[config.mk]
export PLATFORM = sky130hd
export DESIGN_NAME = gpio_bus_arb
export DESIGN_NICKNAME = d
export VERILOG_FILES = /design/src/rtl/gpio_arb_pkg.sv /design/src/rtl/gpio_arb_rr_pick.sv /design/src/rtl/gpio_bus_arb.sv
export SDC_FILE = /design/constraint.sdc
export NUM_CORES = 1
export LEC_CHECK = 0
export ABC_CLOCK_PERIOD_IN_PS = 11350
export CAP_MARGIN = 25
export CORE_AREA = 2 2 136 138
export DETAILED_ROUTE_END_ITERATION = 10
export DIE_AREA = 0 0 138 140
export PLACE_DENSITY = 0.76
export SYNTH_ARGS = -nofsm -noshare
export SYNTH_HDL_FRONTEND = slang
export SYNTH_SLANG_ARGS = --single-unit
[constraint.sdc]
create_clock -name clk -period 11.35 [get_ports clk]
set_input_delay 1.135 -clock clk [delete_from_list [all_inputs] [get_ports clk]]
set_output_delay 1.135 -clock clk [all_outputs]
set_load 0.02 [all_outputs]
[src/rtl/gpio_arb_pkg.sv]
// Shared types for the two-master local-bus arbiter: FSM state encoding,
// master id type and the default timeout limit.
package gpio_arb_pkg;

   typedef enum logic [1:0] {
      ST_IDLE  = 2'd0,
      ST_ISSUE = 2'd1,
      ST_ACK   = 2'd2
   } state_t;

   typedef logic mid_t;

   localparam int GPIO_ARB_TIMEOUT_DEFAULT = 16;

endpackage

[src/rtl/gpio_arb_rr_pick.sv]
// Two-input round-robin winner select. rr names the master holding priority;
// a lone requester wins regardless of rr.
module gpio_arb_rr_pick
   import gpio_arb_pkg::*;
(
   input  logic [1:0] req,
   input  mid_t       rr,
   output mid_t       win,
   output logic       any
);

   // Contention goes to the priority holder, otherwise whoever is asking
   always_comb begin
      any = |req;
      win = 1'b0;
      if (req == 2'b11) win = rr;
      else if (req[1])  win = 1'b1;
   end

endmodule

[src/rtl/gpio_bus_arb.sv]
// Two-master round-robin arbiter onto a simple local read/write bus.
// IDLE -> ISSUE (strobes held until slave completes) -> ACK (one-cycle pulse).
// Optional feature macro: GPIO_ARB_TIMEOUT_EN adds an ISSUE timeout that
// completes the transaction with m<i>_err = 1 after TIMEOUT_CYCLES cycles.
module gpio_bus_arb
   import gpio_arb_pkg::*;
#(
   parameter int ADDR_W         = 32,
   parameter int DATA_W         = 32,
   parameter int TIMEOUT_CYCLES = GPIO_ARB_TIMEOUT_DEFAULT
)
(
   input  logic                clk,
   input  logic                rst,
   input  logic                m0_req,
   input  logic                m0_we,
   input  logic [ADDR_W-1:0]   m0_addr,
   input  logic [DATA_W-1:0]   m0_wdata,
   input  logic [DATA_W/8-1:0] m0_wstrb,
   output logic                m0_ack,
   output logic [DATA_W-1:0]   m0_rdata,
   output logic                m0_err,
   input  logic                m1_req,
   input  logic                m1_we,
   input  logic [ADDR_W-1:0]   m1_addr,
   input  logic [DATA_W-1:0]   m1_wdata,
   input  logic [DATA_W/8-1:0] m1_wstrb,
   output logic                m1_ack,
   output logic [DATA_W-1:0]   m1_rdata,
   output logic                m1_err,
   output logic [ADDR_W-1:0]   s_waddr,
   output logic [DATA_W-1:0]   s_wdata,
   output logic                s_wen,
   output logic [DATA_W/8-1:0] s_wstrb,
   input  logic                s_wready,
   output logic [ADDR_W-1:0]   s_raddr,
   output logic                s_ren,
   input  logic [DATA_W-1:0]   s_rdata,
   input  logic                s_rvalid,
   output logic                busy
);

   if (TIMEOUT_CYCLES < 1) begin : g_bad_timeout
      $error("gpio_bus_arb: TIMEOUT_CYCLES must be at least 1");
   end

   state_t              state;
   mid_t                rr;
   mid_t                gnt;
   mid_t                win;
   logic                any_req;
   logic                lat_we;
   logic [ADDR_W-1:0]   lat_addr;
   logic [DATA_W-1:0]   lat_wdata;
   logic [DATA_W/8-1:0] lat_wstrb;
   logic                done;
   logic [DATA_W-1:0]   cap_data;

   gpio_arb_rr_pick u_pick (
      .req (({m1_req, m0_req})),
      .rr  (rr),
      .win (win),
      .any (any_req)
   );

   // Bus strobes and fields exist only in ISSUE; everything else reads zero
   assign s_wen    = (state == ST_ISSUE) &&  lat_we;
   assign s_ren    = (state == ST_ISSUE) && !lat_we;
   assign s_waddr  = s_wen ? lat_addr  : '0;
   assign s_wdata  = s_wen ? lat_wdata : '0;
   assign s_wstrb  = s_wen ? lat_wstrb : '0;
   assign s_raddr  = s_ren ? lat_addr  : '0;
   assign busy     = (state != ST_IDLE);
   assign done     = (s_wen && s_wready) || (s_ren && s_rvalid);
   assign cap_data = lat_we ? '0 : s_rdata;
   assign m0_ack   = (state == ST_ACK) && (gnt == 1'b0);
   assign m1_ack   = (state == ST_ACK) && (gnt == 1'b1);

`ifdef GPIO_ARB_TIMEOUT_EN
   localparam int CNT_W = $clog2(TIMEOUT_CYCLES + 1);
   localparam logic [CNT_W-1:0] TO_LAST = CNT_W'(TIMEOUT_CYCLES - 1);

   logic [CNT_W-1:0] to_cnt;
   logic             err_q;

   assign m0_err = m0_ack && err_q;
   assign m1_err = m1_ack && err_q;
`else
   assign m0_err = 1'b0;
   assign m1_err = 1'b0;
`endif

   // Control FSM, round-robin pointer and per-master read-data holding regs
   always_ff @(posedge clk) begin
      if (rst) begin
         state    <= ST_IDLE;
         rr       <= 1'b0;
         gnt      <= 1'b0;
         m0_rdata <= '0;
         m1_rdata <= '0;
`ifdef GPIO_ARB_TIMEOUT_EN
         to_cnt   <= '0;
         err_q    <= 1'b0;
`endif
      end else begin
         case (state)
            ST_IDLE: begin
               if (any_req) begin
                  state <= ST_ISSUE;
                  gnt   <= win;
                  rr    <= ~win;
`ifdef GPIO_ARB_TIMEOUT_EN
                  to_cnt <= '0;
                  err_q  <= 1'b0;
`endif
               end
            end
            ST_ISSUE: begin
               if (done) begin
                  state <= ST_ACK;
                  if (gnt == 1'b0) m0_rdata <= cap_data;
                  else             m1_rdata <= cap_data;
               end
`ifdef GPIO_ARB_TIMEOUT_EN
               else if (to_cnt == TO_LAST) begin
                  state <= ST_ACK;
                  err_q <= 1'b1;
                  if (gnt == 1'b0) m0_rdata <= '0;
                  else             m1_rdata <= '0;
               end else begin
                  to_cnt <= to_cnt + CNT_W'(1);
               end
`endif
            end
            ST_ACK:  state <= ST_IDLE;
            default: state <= ST_IDLE;
         endcase
      end
   end

   // Winner's transaction fields captured at grant; held through ISSUE
   always_ff @(posedge clk) begin
      if (state == ST_IDLE && any_req) begin
         lat_we    <= win ? m1_we    : m0_we;
         lat_addr  <= win ? m1_addr  : m0_addr;
         lat_wdata <= win ? m1_wdata : m0_wdata;
         lat_wstrb <= win ? m1_wstrb : m0_wstrb;
      end
   end

endmodule

# [Word-level counts from Yosys, hierarchy flattened]
# Cells that the tools add are included.
[word_totals] register_bits=137 out_inout_bits=171 elab_cells=46
[classes] eq_ne=5 n_mux=14 n_bitwise=2 n_reduce_logical=16
[op_table] operator="32-bit 2-to-1 mux" count=6
[op_table] operator="4-bit 2-to-1 mux" count=2
[op_table] operator="1-bit logical AND" count=7
[op_table] operator="3-bit AND reduction" count=2
[op_table] operator="2-bit == test, second input constant" count=2
[op_table] operator="2-bit 2-to-1 mux" count=2
[op_table] operator="2-bit inequality test, second input constant" count=2
[op_table] operator="2-bit case mux with 2 select lines" count=1
[op_table] operator="2-bit AND reduction" count=2
[op_table] operator="1-bit 2-to-1 mux" count=3
[op_table] operator="2-bit by 1-bit == test with 1-bit output, second input constant" count=1
[op_table] operator="2-bit logical NOT" count=1
[op_table] operator="1-bit NOT" count=2
[op_table] operator="2-bit nonzero test" count=1
[op_table] operator="2-bit OR reduction" count=1
[op_table] operator="1-bit logical NOT" count=1
[op_table] operator="1-bit logical OR" count=1

# [Longest topological paths before layout]
# Gate-level depths: netlist of the first run.
[logic_depth] depth_word=6 ltp_mapped=5 mapped_depth_nobuf=3

# [Hierarchy]
# A second synthesis of the first run with hierarchy kept.
[unflattened] hier_cells=531 hier_area_um2=6309.8
[modules_own_cells] mod="gpio_bus_arb" n_inst=1 cells_each=528 area_each_um2=6292.3 seq_area_each_um2=3433.3
[modules_own_cells] mod="gpio_arb_rr_pick" n_inst=1 cells_each=3 area_each_um2=17.5 seq_area_each_um2=0.0

# [Worst setup path after synthesis of the first run]
# Ideal clock, no wire load.
[synth_path] path_kind="input to register" start="input port m1_req" end="register lat_addr[0], enable pin" setup_time_ps=499 arrival_time_ps=4082 t_required_ps=10851 path_slack_ps=6769 cell_stages=2 n_path_buf=0 cell_sequence="nor2_1 -> nor2_1"
[synth_via] elab_chain_len=2
[synth_rtl] element="from (decl)" line="gpio_bus_arb.sv:23" text="input logic m1_req,"
[synth_rtl] element="2-bit OR reduction" line="gpio_arb_rr_pick.sv:14" text="any = |req;"
[synth_rtl] element="1-bit logical AND" line="gpio_bus_arb.sv:143" text="if (state == ST_IDLE && any_req) begin"
[synth_rtl] element="to (signal assigned)" line="gpio_bus_arb.sv:145" text="lat_addr <= win ? m1_addr : m0_addr;"
[synth_rtl] element="to (decl)" line="gpio_bus_arb.sv:53" text="logic [ADDR_W-1:0] lat_addr;"
# Every way passes these cells.
# A chain may end at the register's enable or synchronous reset.

# [Worst setup path after layout of the first run]
[layout_path] start="register state[0]" end="output port s_wdata[17]"
[layout_via] elab_chain_len=3
[layout_rtl] element="from (decl)" line="gpio_bus_arb.sv:47" text="state_t state;"
[layout_rtl] element="from (signal assigned)" line="gpio_bus_arb.sv:96" text="state <= ST_IDLE;"
[layout_rtl] element="from (signal assigned)" line="gpio_bus_arb.sv:109" text="state <= ST_ISSUE;"
[layout_rtl] element="from (signal assigned)" line="gpio_bus_arb.sv:120" text="state <= ST_ACK;"
[layout_rtl] element="2-bit by 1-bit == test with 1-bit output" line="gpio_bus_arb.sv:67" text="assign s_wen = (state == ST_ISSUE) && lat_we;"
[layout_rtl] element="1-bit logical AND" line="gpio_bus_arb.sv:67"
[layout_rtl] element="32-bit 2-to-1 mux" line="gpio_bus_arb.sv:70" text="assign s_wdata = s_wen ? lat_wdata : '0;"
[layout_rtl] element="to (decl)" line="gpio_bus_arb.sv:32" text="output logic [DATA_W-1:0] s_wdata,"
# Every way passes these cells.

==> results by group, run 1 <==
Run status
  • Status: finished clean

STA
  • Clock Skews: a little over 0.008 ns
  • Final hold vios: 0
  • Final min period: just under 4 ns
  • Setup violators final: 0
  • Slew headroom: 31.3%
  • Max Slew Vio Count: 0
  • Max frequency: around 260 MHz
  • Fraction of the cycle the final worst path needs: approximately 34%
  • TNS Setup: 0 ns
  • Actual slew at the worst max-slew pin: roughly 1.0 ns
  • RSZ-0062 raised after global routing: no

Route
  • DRT Pass-1 Iters: 5
  • Via count: roughly 5300
  • DRC Markers: 0
  • WL final: between 15 and 20 mm
  • Final antenna-violating net count: 0
  • DR iter-0 viols: ~180
  • Avg WL per Cell: about 18 um
  • Drt via density: around 4.8

Clocking
  • Setup bufs post-CTS: 0
  • Clock Sinks: 137
  • CTS H-Tree Depth: 4
  • Clock Pin Slew Worst Setup and Hold Paths: approximately 0.06 ns
  • Post-cts sizing count: 0
  • Inserted Clock Buffers: 17
  • TritonCTS clock tree: done
  • Clock Latency Late Sink: approximately 0.42 ns
  • Hold_buf cts: 0
  • Clock Tree Buf Depth: 2
  • Clk root buf: clkbuf_16

Power
  • Worst IR Drop VDD: approximately 0.10 mV
  • Pleak: 4.40 nW
  • Total chip power: around 1.4 mW
  • Cell Pwr Density: approximately 130 nW/um^2

Worst hold path
  • Hold Crit Endpoint: rr
  • Hold depth: 1
  • HP Class: reg -> reg
  • Hold Crit Start: rr

Global route
  • M3 GR Usage: 7.25%
  • GRT met2 Usage: a little over a third
  • Met1 usage: 23.0%
  • Busiest grt layer: met2
  • Largest net degree at the start of global routing: between 100 and 150
  • Total track usage: around a fifth
  • Overflow after GRT: 0
  • Initial antenna violation count: 0
  • First-pass GRT wire length: 30.4 mm
  • Vias in the first global route: 5365

Final layout
  • Nets: ~1000
  • Commonest non-fill, non-tap cell in the layout: clkdlybuf4s50_1
  • Layout area overhead: 62.9%
  • Proportion of layout cells with a drive suffix above 1: between 15 and 20%
  • Diode count: 0
  • Highest-count cells in the layout ignoring fill and taps: clkdlybuf4s50_1, mux2_2, edfxtp_1, and3_1, dfxtp_1
  • Final Util: between 60 and 70%

Setup path
  • CP bufs+invs: 2
  • R2R depth: 4
  • Reg-to-Reg Start: lat_we
  • CP arrival: about 2.8 ns
  • Reg2reg setup slack: between 8 and 9 ns
  • Crit path cell chain: nor2b_4 > buf_4 > and3_1 > clkdlybuf4s50_1
  • Crit. End Element: output port
  • Delay-heaviest family, CP: buffers and inverters
  • Critical-path top delay cell: nor2b_4
  • Crit-path max FO: 40
  • Critical path type: reg -> out
  • Worst path max stage delay: 0.61 ns
  • CP required: 10.22 ns
  • Crit path launch type: flop
  • FF-to-FF End: m0_rdata[18]

Yosys
  • Ys Warns: 0
  • Post-synthesis cell type count: 28
  • Synthesized area per cell: between 10 and 15 um^2
  • Synthesis-stage register bit count: between 100 and 150
  • Top post-synthesis cells by area: edfxtp_1, dfxtp_1, mux2_2
  • Top cell type's share of synthesized area: about a third
  • Post-synthesis cell area: 6580 um^2
  • Cell taking the most area after synthesis: edfxtp_1
  • Seq/Total Area, Yosys: a little over half
  • Syn Inst Count: 540

Die
  • Placeable core area: 17800 um^2
  • Initial core utilization: about 37%
  • I/O pin total: between 300 and 400
  • Die area: 19300 um^2
  • Die Wd: between 100 and 150 um
  • Die Span Y: around 140 um
  • Row count: slightly below 50

Placed design
  • Placer congestion estimate: 0.797
  • HPWL after detailed placement: 14.1 mm
  • I/O Buffers: ~340

Run
  • Max Cap Violations: 0
-- layout make-up --
type                       instances  area [um^2]
multi-input combinational        354         2910
sequential                       137         3430
tap                              229          287
clock inverter                    11          106
timing repair buffer             350         3480
inverter                           1         3.75
clock buffer                      21          493
fill                            1530         7060
-- stage by stage --
stage	instances	hold slack (ns)	instance area [um^2]	worst slack, ns
after floorplan	541	0.440	6580	6.77
after global placement	1071	0.457	10100	7.97
after detailed placement	1071	0.463	10100	7.90
after CTS	1103	0.472	10700	7.46
after global routing	1103	0.485	10700	7.31
final	1103	0.471	10700	7.46
-- routing by layer --
metal  part of all wire (%)  up-vias
li1                       -     2555
met5                      0        -
met1                     40     2482
met4                    1.2        0
met2                     52      225
met3                    7.3       16
-- worst reg2reg max path, cell delays in order (launching register included) --
cell	delay [ns]
edfxtp_1	0.32
buf_4	0.66
mux2i_1	0.35
or3_2	0.84
mux2i_1	0.30
-- logic make-up (layout without fill, tap and decap cells) --
group	count (synthesis)	after routing	share of synthesized area, %
buf+inv	50	383	4.05
compound gates	4	4	0.475
flops	137	137	52.2
other cells	1	2	0.0570
simple gates	213	213	21.4
mux	135	135	21.9
-- sequential cells by signal (all words and copies together), names as in the netlist --
| signal | cells |
|---|---|
| state | 2 |
| m0_rdata | 32 |
| lat_we | 1 |
| m1_rdata | 32 |
| rr | 1 |
| gnt | 1 |
| lat_wdata | 32 |
| lat_addr | 32 |
| lat_wstrb | 4 |
-- cells in the mapped netlist --
library cell  number
nor2b_1            1
dfxtp_1           68
or3b_2            33
clkbuf_2           1
buf_6              1
buf_12             3
and2_1            33
and3b_1            1
nand3_2            1
nand2b_1          66
or3_1              1
mux2_2            70
a2111oi_0          1
conb_1             1
a21oi_1            1
a32oi_1            1
edfxtp_1          69
inv_1              1
nor3b_1            1
and3_1            68
a311oi_1           1
buf_4              2
nor2_1             5
clkbuf_1          31
nor3_1             2
nand2_1            1
buf_2             11
mux2i_1           65
-- power breakdown --
group | switching [mW] | total (mW) | leakage (nW) | internal, mW
Sequential | 0.0166 | 0.582 | 1.22 | 0.565
Clock | 0.221 | 0.558 | 0.300 | 0.337
Combinational | 0.128 | 0.282 | 2.88 | 0.154
Total | 0.366 | 1.42 | 4.40 | 1.06
-- worst max path at each step --
stage / startpoint / end / slack, ns / cells past startpoint
final: state[0] / s_wdata[17] / 7.46 / 4
after floorplan: m1_req / lat_addr[0] / 6.77 / 2
after global routing: state[0] / s_waddr[0] / 7.31 / 4
after detailed placement: state[0] / s_waddr[4] / 7.90 / 4
after global placement: state[0] / s_wdata[12] / 7.97 / 4
after CTS: state[0] / s_waddr[4] / 7.46 / 4
No activity file was read; power rests on OpenSTA's default activity.
==> inputs of run 2 (changes only) <==
--- a/config.mk
+++ b/config.mk
@@ -5,12 +5,11 @@
 export SDC_FILE = /design/constraint.sdc
 export NUM_CORES = 1
 export LEC_CHECK = 0
-export ABC_CLOCK_PERIOD_IN_PS = 11350
+export ABC_CLOCK_PERIOD_IN_PS = 3400
 export CAP_MARGIN = 25
-export CORE_AREA = 2 2 136 138
+export CORE_UTILIZATION = 36
 export DETAILED_ROUTE_END_ITERATION = 10
-export DIE_AREA = 0 0 138 140
-export PLACE_DENSITY = 0.76
+export PLACE_DENSITY = 0.77
 export SYNTH_ARGS = -nofsm -noshare
 export SYNTH_HDL_FRONTEND = slang
 export SYNTH_SLANG_ARGS = --single-unit
==> constraint.sdc (replaced) <==
create_clock -name clk -period 3.4 [get_ports clk]
set_input_delay 0.34 -clock clk [delete_from_list [all_inputs] [get_ports clk]]
set_output_delay 0.34 -clock clk [all_outputs]
set_load 0.02 [all_outputs]
==> run 2 against run 1 <==
Against the previous run: count of clock-buffer cells in the layout grew 2; die area shrank 2.6%; clock power grew to 3.4 times the previous value; worst hold slack gained 0.0025 ns; combinational power grew to 3.4 times the previous value; final area grew 0.71%.
==> results by group, run 2 (same netlist as run 1, synthesis figures left out) <==
STA
  • RSZ-0062 raised after global routing: no (unchanged)
  • Max Slew Vio Count: 0 (unchanged)
  • Final hold vios: 0 (unchanged)
  • TNS Setup: 0 ns (unchanged)
  • Slew headroom: 31.2% (was 31.3%)
  • Actual slew at the worst max-slew pin: 1.03 ns (about the same)
  • Max frequency: around 360 MHz
  • Fraction of the cycle the final worst path needs: ~83%
  • Setup violators final: 0 (unchanged)
  • Clock Skews: 0.00968 ns (was 0.00819 ns)
  • Final min period: between 2 and 3 ns

Global route
  • Total track usage: 20.7% (was 20.2%)
  • Largest net degree at the start of global routing: 69 (was 105)
  • Vias in the first global route: 5132 (was 5365)
  • Initial antenna violation count: 1 (was 0)
  • Overflow after GRT: 0 (unchanged)
  • First-pass GRT wire length: 28.6 mm (was 30.4 mm)

Final layout
  • Area occupied by multi-input gates: 2900 um^2 (was 2910 um^2)
  • Post-route cell area: 10800 um^2 (was 10700 um^2)
  • Final Util: 60.1% (was 60.3%)
  • Proportion of layout cells with a drive suffix above 1: 17.1% (was 16.8%)
  • Reg area: 3430 um^2 (unchanged)
  • Nets: 1041 (was 1037)
  • Layout area overhead: 64.0% (was 62.9%)
  • Commonest non-fill, non-tap cell in the layout: clkdlybuf4s50_1 (unchanged)
  • FILL cells: 1463 (was 1530)
  • Highest-count cells in the layout ignoring fill and taps: clkdlybuf4s50_1, mux2_2, edfxtp_1, and3_1, dfxtp_1 (unchanged)

Setup path
  • Crit path cell chain: nor2b_4 > buf_12 > and3_1 > clkdlybuf4s50_1 (was nor2b_4 > buf_4 > and3_1 > clkdlybuf4s50_1)
  • R2R depth: 4 (unchanged)
  • Reg-to-Reg Start: lat_we (unchanged)
  • Critical-path top delay cell: clkdlybuf4s50_1 (was nor2b_4)
  • CP bufs+invs: 2 (unchanged)
  • Worst path max stage delay: 0.62 ns (was 0.61 ns)
  • Crit-path max FO: 48 (was 40)
  • Crit path launch type: flop (unchanged)
  • Crit. End Element: output port (unchanged)
  • Reg2reg setup slack: 1.08 ns (was 8.78 ns)
  • CP arrival: 2.47 ns (was 2.76 ns)
  • CP Depth: 4 (unchanged)
  • FF-to-FF End: m0_rdata[14] (was m0_rdata[18])
  • Critical path type: reg -> out (unchanged)
  • Delay-heaviest family, CP: buffers and inverters (unchanged)
  • CP required: 3.06 ns (was 10.22 ns)

Clocking
  • Clock Tree Buf Depth: 2 (unchanged)
  • Post-cts sizing count: 0 (unchanged)
  • Clock Pin Slew Worst Setup and Hold Paths: 0.06 ns (about the same)
  • Clock Latency Late Sink: 0.41 ns (was 0.42 ns)
  • Hold_buf cts: 0 (unchanged)
  • Inserted Clock Buffers: 17 (unchanged)
  • Clock Sinks: 137 (unchanged)
  • TritonCTS clock tree: done (unchanged)
  • Setup bufs post-CTS: 0 (unchanged)
  • CTS H-Tree Depth: 4 (unchanged)
  • Clk root buf: clkbuf_16 (unchanged)

Die
  • Die Span Y: 137 um (was 140 um)
  • Die Wd: 137 um (was 138 um)
  • Initial core utilization: 36.6% (was 37.0%)
  • I/O pin total: 347 (unchanged)
  • Row count: 49 (unchanged)
  • Placeable core area: 18000 um^2 (was 17800 um^2)
  • Die area: 18800 um^2 (was 19300 um^2)

Run status
  • Status: finished clean (unchanged)

Placed design
  • Placer congestion estimate: 0.783 (was 0.797)
  • I/O Buffers: 344 (unchanged)
  • Cell Area, Placed: 10200 um^2 (was 10100 um^2)
  • HPWL after detailed placement: 14.4 mm (was 14.1 mm)

Worst hold path
  • Hold Crit Start: m0_rdata[22] (was rr)
  • Hold depth: 2 (was 1)
  • Hold Crit Endpoint: m0_rdata[22] (was rr)
  • HP Class: reg -> reg (unchanged)

Route
  • DRC Markers: 0 (unchanged)
  • Drt via density: 4.80 (was 4.79)
  • Via count: 5319 (was 5278)
  • WL final: 20.0 mm (about the same)
  • DR iter-0 viols: 213 (was 177)
  • Final antenna-violating net count: 0 (unchanged)
  • DRT Pass-1 Iters: 4 (was 5)
  • Avg WL per Cell: 18.1 um (about the same)

Power
  • Pleak: 4.44 nW (was 4.40 nW)
  • Cell Pwr Density: 444 nW/um^2 (was 133 nW/um^2)
  • Total chip power: 4.79 mW (was 1.42 mW)
  • Worst IR Drop VDD: 0.339 mV (was 0.102 mV)

Run
  • Max Cap Violations: 0 (unchanged)
[run 2: cell count changes in the layout (fill, tap and decap cells not counted), sizes merged]
| cell | delta |
|---|---|
| diode | +1 |
| buf | +4 |
| inv | +2 |
| clkinv | -4 |
| clkbuf | +2 |
[run 2: per-layer routing]
layer / wire length [um] / vias to the layer above / track usage (%)
li1: - / 2570 / -
met5: 0 / - / 0
met2: 10100 / 236 / 36.1
met3: 1500 / 26 / 6.11
met1: 7940 / 2487 / 23.4
met4: 476 / 0 / 9.34
[run 2: where the power goes]
part / switching, mW / internal, mW / leakage (nW)
logic: 0.432 / 0.525 / 2.91
registers: 0.0610 / 1.89 / 1.22
clock network: 0.736 / 1.15 / 0.302
[run 2: final cells by class]
class                      instances  share of cell area, %
tap                              229                   2.66
inverter                           1                 0.0348
clock buffer                      23                   4.73
timing repair buffer             354                   32.9
antenna                            1                 0.0232
multi-input combinational        354                   26.9
sequential                       137                   31.8
clock inverter                     9                  0.928
[run 2: how the worst max path moves through the flow]
stage	from	endpoint	slack, ns
after floorplan	state[0]	lat_addr[0]	0.46
after global placement	lat_we	m0_rdata[26]	1.05
after detailed placement	state[0]	s_wdata[11]	1.05
after CTS	state[0]	s_wstrb[0]	0.61
after global routing	state[0]	s_wstrb[2]	0.47
final	state[0]	s_wstrb[0]	0.59
[run 2: worst register-to-register path, delay by kind of cell, from the launching register on]
family	cells	cell delay, ns
and+or+nand+nor	1	0.83
muxes	2	0.55
buffers and inverters	1	0.36
DFF	1	0.50
[run 2: metrics by stage]
step	setup WS, ns	hold slack [ns]	instances
2_1_floorplan	0.460	0.440	541
3_3_place_gp	1.05	0.452	1075
3_5_place_dp	1.05	0.460	1075
4_1_cts	0.605	0.468	1107
5_1_grt	0.473	0.493	1108
6_report	0.590	0.474	1108
